$ cat src/rtl/mem_pkg.sv
// rtl/mem_pkg.sv - shared store size codes and RMW FSM state encodings
package mem_pkg;

  localparam logic [1:0] SZ_BYTE = 2'b00;
  localparam logic [1:0] SZ_HALF = 2'b01;
  localparam logic [1:0] SZ_WORD = 2'b10;

  typedef enum logic [1:0] {
    ST_IDLE    = 2'b00,
    ST_RD_WAIT = 2'b01,
    ST_WRITE   = 2'b10,
    ST_RESP    = 2'b11
  } state_e;

endpackage

$ cat src/rtl/lane_merge.sv
// rtl/lane_merge.sv - overlays right-aligned byte/half store data onto an old memory word
module lane_merge
  import mem_pkg::*;
#(
  parameter int DATA_W = 32,
  parameter int OFF_W  = $clog2(DATA_W/8)
) (
  input  logic [DATA_W-1:0] old_word,
  input  logic [DATA_W-1:0] data,
  input  logic [OFF_W-1:0]  offset,
  input  logic [1:0]        size,
  output logic [DATA_W-1:0] merged
);

  localparam int NB = DATA_W / 8;

  // One extra bit so offset+1 cannot wrap onto lane 0 at the top lane.
  logic [OFF_W:0] off_ext;
  logic [OFF_W:0] off_hi;

  assign off_ext = {1'b0, offset};
  assign off_hi  = off_ext + 1'b1;

  always_comb begin
    merged = old_word;
    if (size == SZ_WORD) begin
      merged = data;
    end else begin
      for (int i = 0; i < NB; i++) begin
        if ((size == SZ_BYTE || size == SZ_HALF) && (OFF_W+1)'(i) == off_ext)
          merged[i*8 +: 8] = data[7:0];
        if (size == SZ_HALF && (OFF_W+1)'(i) == off_hi)
          merged[i*8 +: 8] = data[15:8];
      end
    end
  end

endmodule

$ cat src/rtl/rmw_store_unit.sv
// rtl/rmw_store_unit.sv - byte/half/word store unit using read-modify-write of full memory words
module rmw_store_unit
  import mem_pkg::*;
#(
  parameter int DATA_W = 32,
  parameter int ADDR_W = 32
) (
  input  logic              clk,
  input  logic              reset,
  input  logic              req_valid,
  output logic              req_ready,
  input  logic [ADDR_W-1:0] req_addr,
  input  logic [1:0]        req_size,
  input  logic [DATA_W-1:0] req_data,
  output logic [ADDR_W-1:0] mem_addr,
  output logic              mem_rd,
  input  logic [DATA_W-1:0] mem_rdata,
  input  logic              mem_rvalid,
  output logic              mem_wr,
  output logic [DATA_W-1:0] mem_wdata,
  output logic              done,
  output logic              err
);

  localparam int OFF_W = $clog2(DATA_W/8);

  state_e              state_q;
  logic [1:0]          size_q;
  logic [OFF_W-1:0]    off_q;
  logic [DATA_W-1:0]   data_q;
  logic [ADDR_W-1:0]   mem_addr_q;
  logic                mem_rd_q;
  logic                mem_wr_q;
  logic [DATA_W-1:0]   mem_wdata_q;
  logic                done_q;
  logic                err_q;

  logic [OFF_W-1:0]    req_off;
  logic                reject_d;
  logic [DATA_W-1:0]   merged;

  assign req_off = req_addr[OFF_W-1:0];

  always_comb begin
    reject_d = 1'b0;
    case (req_size)
      SZ_BYTE: reject_d = 1'b0;
      SZ_HALF: reject_d = req_off[0];
      SZ_WORD: reject_d = (req_off != '0);
      default: reject_d = 1'b1;
    endcase
  end

  lane_merge #(
    .DATA_W (DATA_W),
    .OFF_W  (OFF_W)
  ) u_lane_merge (
    .old_word (mem_rdata),
    .data     (data_q),
    .offset   (off_q),
    .size     (size_q),
    .merged   (merged)
  );

  always_ff @(posedge clk or posedge reset) begin
    if (reset) begin
      state_q     <= ST_IDLE;
      size_q      <= SZ_BYTE;
      off_q       <= '0;
      data_q      <= '0;
      mem_addr_q  <= '0;
      mem_rd_q    <= 1'b0;
      mem_wr_q    <= 1'b0;
      mem_wdata_q <= '0;
      done_q      <= 1'b0;
      err_q       <= 1'b0;
    end else begin
      // Write and response strobes are single-cycle pulses.
      mem_wr_q <= 1'b0;
      done_q   <= 1'b0;
      err_q    <= 1'b0;
      case (state_q)
        ST_IDLE: begin
          if (req_valid) begin
            mem_addr_q <= {req_addr[ADDR_W-1:OFF_W], {OFF_W{1'b0}}};
            size_q     <= req_size;
            off_q      <= req_off;
            data_q     <= req_data;
            if (reject_d) begin
              state_q <= ST_RESP;
              done_q  <= 1'b1;
              err_q   <= 1'b1;
            end else if (req_size == SZ_WORD) begin
              state_q     <= ST_WRITE;
              mem_wr_q    <= 1'b1;
              mem_wdata_q <= req_data;
              done_q      <= 1'b1;
            end else begin
              state_q  <= ST_RD_WAIT;
              mem_rd_q <= 1'b1;
            end
          end
        end
        ST_RD_WAIT: begin
          if (mem_rvalid) begin
            state_q     <= ST_WRITE;
            mem_rd_q    <= 1'b0;
            mem_wr_q    <= 1'b1;
            mem_wdata_q <= merged;
            done_q      <= 1'b1;
          end
        end
        ST_WRITE: state_q <= ST_IDLE;
        ST_RESP:  state_q <= ST_IDLE;
        default:  state_q <= ST_IDLE;
      endcase
    end
  end

  assign req_ready = (state_q == ST_IDLE);
  assign mem_addr  = mem_addr_q;
  assign mem_rd    = mem_rd_q;
  assign mem_wr    = mem_wr_q;
  assign mem_wdata = mem_wdata_q;
  assign done      = done_q;
  assign err       = err_q;

endmodule

$ cat config.mk
export PLATFORM = sky130hd
export DESIGN_NAME = rmw_store_unit
export DESIGN_NICKNAME = d
export VERILOG_FILES = /design/src/rtl/mem_pkg.sv /design/src/rtl/lane_merge.sv /design/src/rtl/rmw_store_unit.sv
export SDC_FILE = /design/constraint.sdc
export NUM_CORES = 1
export LEC_CHECK = 0
export CAP_MARGIN = 10
export CELL_PAD_IN_SITES_DETAIL_PLACEMENT = 0
export CELL_PAD_IN_SITES_GLOBAL_PLACEMENT = 1
export CORE_MARGIN = 2
export CORE_UTILIZATION = 34
export CTS_CLUSTER_DIAMETER = 150
export DETAILED_ROUTE_END_ITERATION = 7
export PLACE_DENSITY = 0.85
export SETUP_SLACK_MARGIN = 0.4
export SLEW_MARGIN = 20
export SYNTH_ARGS = -nofsm -noshare
export SYNTH_HDL_FRONTEND = slang
export SYNTH_SLANG_ARGS = --single-unit
$ cat constraint.sdc
create_clock -name clk -period 3.55 [get_ports clk]
set_clock_uncertainty 0.2 [all_clocks]
set_input_delay 0.355 -clock clk [delete_from_list [all_inputs] [get_ports clk]]
set_output_delay 0.355 -clock clk [all_outputs]
set_load 0.01 [all_outputs]
* Word-level counts from Yosys, hierarchy flattened
Cells that the tools add are included.
** Storage, ports and cells
- Memories :: 0
- Bits in latches :: 0
- Word-level logic and storage cells :: 86
- Memory bits (read-only) :: 0
- Flip-flop bits (word level) :: 104
- Output and inout port bits :: 69
- Input bits :: 102
- Bits in writable memories :: 0
** Cells by class
- Equality and inequality tests :: 18
- Reduce and logical (&&, ||, !) cells :: 21
- Muxes and demuxes :: 36
- $add $sub $neg :: 1
- $mul :: 0
- Magnitude comparators :: 0
- Divide/modulo/power cells :: 0
- Bitwise operators :: 0
- Shift operators :: 0
** Operator list (number)
- $mux 32 :: 5
- $mux 8 :: 8
- $pmux 32 s2 :: 1
- $mux 1 :: 13
- $reduce_and 5->1 :: 2
- $eq 2x2->1 const B :: 4
- $logic_and 1x1->1 :: 8
- $mux 2 :: 4
- $ne 2x2->1 const B :: 4
- $eq 2x1->1 const B :: 3
- $eq 2x3->1 const A :: 2
- $logic_not 2->1 :: 3
- $logic_not 3->1 :: 2
- $pmux 1 s2 :: 3
- $pmux 2 s3 :: 1
- $eq 2x2->1 const A :: 2
- $reduce_and 2->1 :: 2
- $reduce_bool 2->1 :: 2
- $add 2x1->3 const B :: 1
- $eq 1x3->1 const A :: 1
- $pmux 1 s3 :: 1
- $eq 1x2->1 const A :: 1
- $ne 2x1->1 const B :: 1
- $reduce_or 2->1 :: 1
- $logic_or 1x1->1 :: 1

* Logic depth before layout (Yosys ltp)
- Depth in word-level cells :: 8
- Depth in mapped cells :: 7
- Mapped depth without buffers :: 5

* Modules after synthesis
A second synthesis with hierarchy kept.
** Unflattened totals
- Cells, all modules :: 438
- Area, all modules :: 5505.3 um2
** Modules (own cells, without submodules)
- rmw_store_unit :: cells an instance 271, area each 4320.4 um2, instances 1, sequential area each 2602.5 um2
- lane_merge :: cells an instance 167, area each 1184.9 um2, instances 1, sequential area each 0.0 um2

* Worst setup path before layout
OpenSTA, ideal clock, no wires.
- Path kind :: register to register
- Start point :: reg size_q[1]
- End point :: reg mem_wdata_q[10] (netlist: mem_wdata[10])
- Path buffers :: 1
- Cell stages (with the launch flop) :: 6
- Setup time :: 136 ps
- Setup slack :: 1816 ps
- Clock period less this slack :: 1734 ps
- Data arrival time :: 1398 ps
- Path through :: dfrtp_1 or3b_1 buf_6 mux2_4 mux2i_1 o211ai_1
** Between the ends
- Word-level cells in the longest chain between the ends :: 8
** Ends and longest elaborated chain
- start: declaration :: RTL line rmw_store_unit.sv:28 : logic [1:0] size_q;
- start signal: assignment :: RTL line rmw_store_unit.sv:86 : size_q <= req_size;
- $eq 2x1->1 / $logic_not 2->1 (equally long branches) :: RTL line lane_merge.sv:30, lane_merge.sv:32
- $logic_or 1x1->1 :: RTL line lane_merge.sv:30 : if ((size == SZ_BYTE || size == SZ_HALF) && (OFF_W+1)'(i) == off_ext)
- $logic_and 1x1->1 :: RTL line lane_merge.sv:30
- $mux 8 :: RTL line lane_merge.sv:30
- $mux 8 :: RTL line lane_merge.sv:32 : if (size == SZ_HALF && (OFF_W+1)'(i) == off_hi)
- $mux 32 * :: RTL line lane_merge.sv:26 : if (size == SZ_WORD) begin
- $mux 32 * :: RTL line rmw_store_unit.sv:105 : if (mem_rvalid) begin
- $pmux 32 s2 * :: RTL line rmw_store_unit.sv:82 : case (state_q)
- end signal: assignment :: RTL line rmw_store_unit.sv:96 : mem_wdata_q <= req_data;
- end signal: assignment :: RTL line rmw_store_unit.sv:109 : mem_wdata_q <= merged;
- end: declaration :: RTL line rmw_store_unit.sv:34 : logic [DATA_W-1:0] mem_wdata_q;
Every way passes the cells marked *; elsewhere a longest branch is shown, timed or not. The select of a mux whose other input is x is not followed.
A chain may end at the register's enable or synchronous reset.

* Worst setup path in the final report
- Start point :: reg size_q[1]
- End point :: reg mem_wdata_q[5] (netlist: mem_wdata[5])
Same word-level chain as after synthesis.

==> flow_summary.toml <==
[timing]
relSlewSlack_pct = 44.25
setup_tns_ns = 0
period_share_pct = 72.90
worstMarginPinSlew_ns = 0.8337
rsz0062_at_grt = "no"
fmax_mhz = 386.4
slew_viol_final = 0
finalSetupViolCount = 0
hold_viol_final = 0
period_needed_ns = 2.588

[synth]
synth_cell_types = 36
ys.flop_type = "dfrtp_1"
synth_mux_area_share_pct = 11.27
synthCells = 546
synth.cell_area_sq_um = 5185
yosys_warnings = 0
synth_compound_area_share_pct = 13.18
synth-edff-count = 0
yosysSeqAreaShare_pct = 50.19
yosys_register_bits = 104
synth_top_family_by_area = "simple AND/OR/NAND/NOR gates"
synthSimpleGateAreaFrac_pct = 20.56
synth-xor-area-share_pct = 0
avgSynthCellArea_sq_um = 9.496
synthArstFlopShare_pct = 100.0
synthAdderAreaFrac_pct = 0

[routing]
wl_mm = 15.77
drtIter0Drc = 324
routedWlPerCell_microns = 17.86
drt_pre_antenna_iters = 5
via_per_inst = 5.290
vias = 4671
ant_nets = 0
drc_errors = 0

[die]
start_util_pct = 34.49
rows = 45
ioPinCount = 171
dieHeight_microns = 127.5
die_area_sq_um = 16250
die_x_microns = 127.5
coreArea_sq_um = 15030

[pwr]
clkPwrFrac_pct = 17.0
p_sw_share_pct = 38.48
leakage_uw = 0.003165
seq_power_share_pct = 35.6
p_int_uw = 3973
power.switching_uw = 2485
p_comb_share_pct = 47.4
p_per_area_nw_per_um2 = 883.8
peakVddDrop_mv = 0.3895

[clock_tree]
cts.path.max_buffers = 2
postCtsSetupBuffers = 0
clkLatencyLatePin_ns = 0.34
htree_levels = 3
cts_tree = "yes"
hold_buffers = 0
cts_made_buffers = 9
cts.sinks = 104
clk_pin_slew_ns = 0.07
root_buffer = "clkbuf_16"
cts_resized = 0

[hold_path]
min-delay-start = "mem_addr[5]"
worstHoldPathCells = 2
hold_path.class = "reg -> reg"
hold-path-endpoint = "mem_addr[5]"

[place]
io_buffers = 168
placedCellCount = 868
dpl.hpwl_mm = 11.17
gp_congestion = 0.8103

[global_route]
antenna_found_initial = 0
grt_max_degree = 105
track_usage_pct = 19.64
grt_pass1_vias = 4714
gr-total-overflow = 0
grt_pass1_wl_mm = 25.22

[cells_and_area]
drive_above_1_share_pct = 9.353
n_antenna_cell = 0
multi_input_area_sq_um = 2352
nets = 793
final_cell_mix = "clkdlybuf4s50_1, nand2_1, dfrtp_1, nand3_1, o211ai_1"
layout.area.seq_sq_um = 2603
fillers = 1358
instances_no_fill = 883
final_common_cell = "clkdlybuf4s50_1"
syn_to_final_growth_pct = 40.93

[job]
drv_cap = 0

[setup_path]
r2r_end = "mem_wdata[5]"
r2r_cells = 4
reg2reg_from = "size_q[1]"
crit_arrival_ns = 2.58
regToRegSetupSlack_ns = 0.96
start_kind = "flip-flop"
cp.required_ns = 3.55
crit_type = "reg -> reg"
path_max_fanout = 23
cp-end-kind = "flip-flop"

[status]
outcome = "finished, final reports clean"
-- worst max-delay path, cell delays in order, from the launching register on --
cell	delay [ns]
dfrtp_1	0.73
nor2b_1	0.72
a21o_1	0.44
mux2i_1	0.26
o211ai_1	0.09
-- power groups by stage --
stage | Clock [uW] | Sequential (uW) | Combinational, uW
floorplan | 0 | 2280 | 1710
global placement | 0 | 2300 | 3000
detailed placement | 0 | 2310 | 3070
CTS | 1110 | 2290 | 3090
global route | 1160 | 2390 | 3350
finish | 1100 | 2300 | 3060
-- area by class of cell --
cell class | count | area share (%)
Sequential cell | 104 | 35.62
Multi-Input combinational cell | 390 | 32.19
Timing Repair Buffer | 174 | 23.80
Clock buffer | 11 | 3.459
Tap cell | 188 | 3.219
Clock inverter | 4 | 1.045
Inverter | 12 | 0.6678
-- cell usage after synthesis, types with 2 or more instances --
cell type	n	area (sq um)
nor2_1	10	37.54
a21oi_1	10	50.05
nor2b_1	2	12.51
nand2b_1	11	68.82
buf_2	19	95.09
inv_1	11	41.29
mux2_2	27	304.0
buf_1	3	11.26
o211ai_1	32	240.2
dfrtp_1	104	2603
nand2_1	158	593.1
mux2_4	8	120.1
a211oi_1	8	60.06
nand3_1	33	165.2
clkbuf_1	14	52.55
a221oi_1	16	140.1
and2_1	8	50.05
mux2i_1	16	160.2
o21ai_0	27	135.1
nand3b_1	10	75.07
buf_4	4	30.03
-- kinds of logic (layout without fill, tap and decap cells) --
logic type,count (synthesis),after routing
simple gates,238,238
other cells,1,2
compound gates,99,99
mux,51,51
buf+inv,53,201
flops,104,104
-- metrics by stage --
step / setup WS, ns / power (uW) / hold slack (ns) / instance area (sq um) / util (%)
6_report: 0.9619 / 6458 / 0.2716 / 7307 / 48.61
5_1_grt: 0.7874 / 6899 / 0.2933 / 7307 / 48.61
4_1_cts: 0.9926 / 6498 / 0.2747 / 7305 / 48.59
3_5_place_dp: 0.9694 / 5383 / 0.2570 / 6975 / 46.40
3_3_place_gp: 1.038 / 5298 / 0.2525 / 6973 / 46.38
2_1_floorplan: 1.749 / 3992 / 0.2404 / 5192 / -
-- metal layers --
metal	vias up	wire, microns	track usage [%]	part of all wire [%]
met5	-	0	0	0
met4	0	295	6.464	1.9
met3	23	754	2.973	4.8
met2	170	7678	31.39	49
met1	2311	7038	27.47	45
li1	2167	-	-	-
-- sequential cells by signal, indices dropped and copies added, names as in the netlist --
name,flops
off_q,2
state_q,2
done,1
mem_rd,1
size_q,2
mem_wr,1
mem_addr,30
err,1
data_q,32
mem_wdata,32
-- how the worst max path moves through the flow --
stage                     start            to  slack, ns  cells after the start
detailed placement  req_size[1]  mem_wdata[4]       0.97                      6
global route          size_q[1]  mem_wdata[5]       0.79                      4
finish                size_q[1]  mem_wdata[5]       0.96                      4
CTS                   size_q[1]  mem_wdata[5]       0.99                      4
floorplan                 reset     data_q[0]       1.75                      1
global placement    req_size[1]  mem_wdata[1]       1.04                      6
Power figures use the tool's default switching activity.
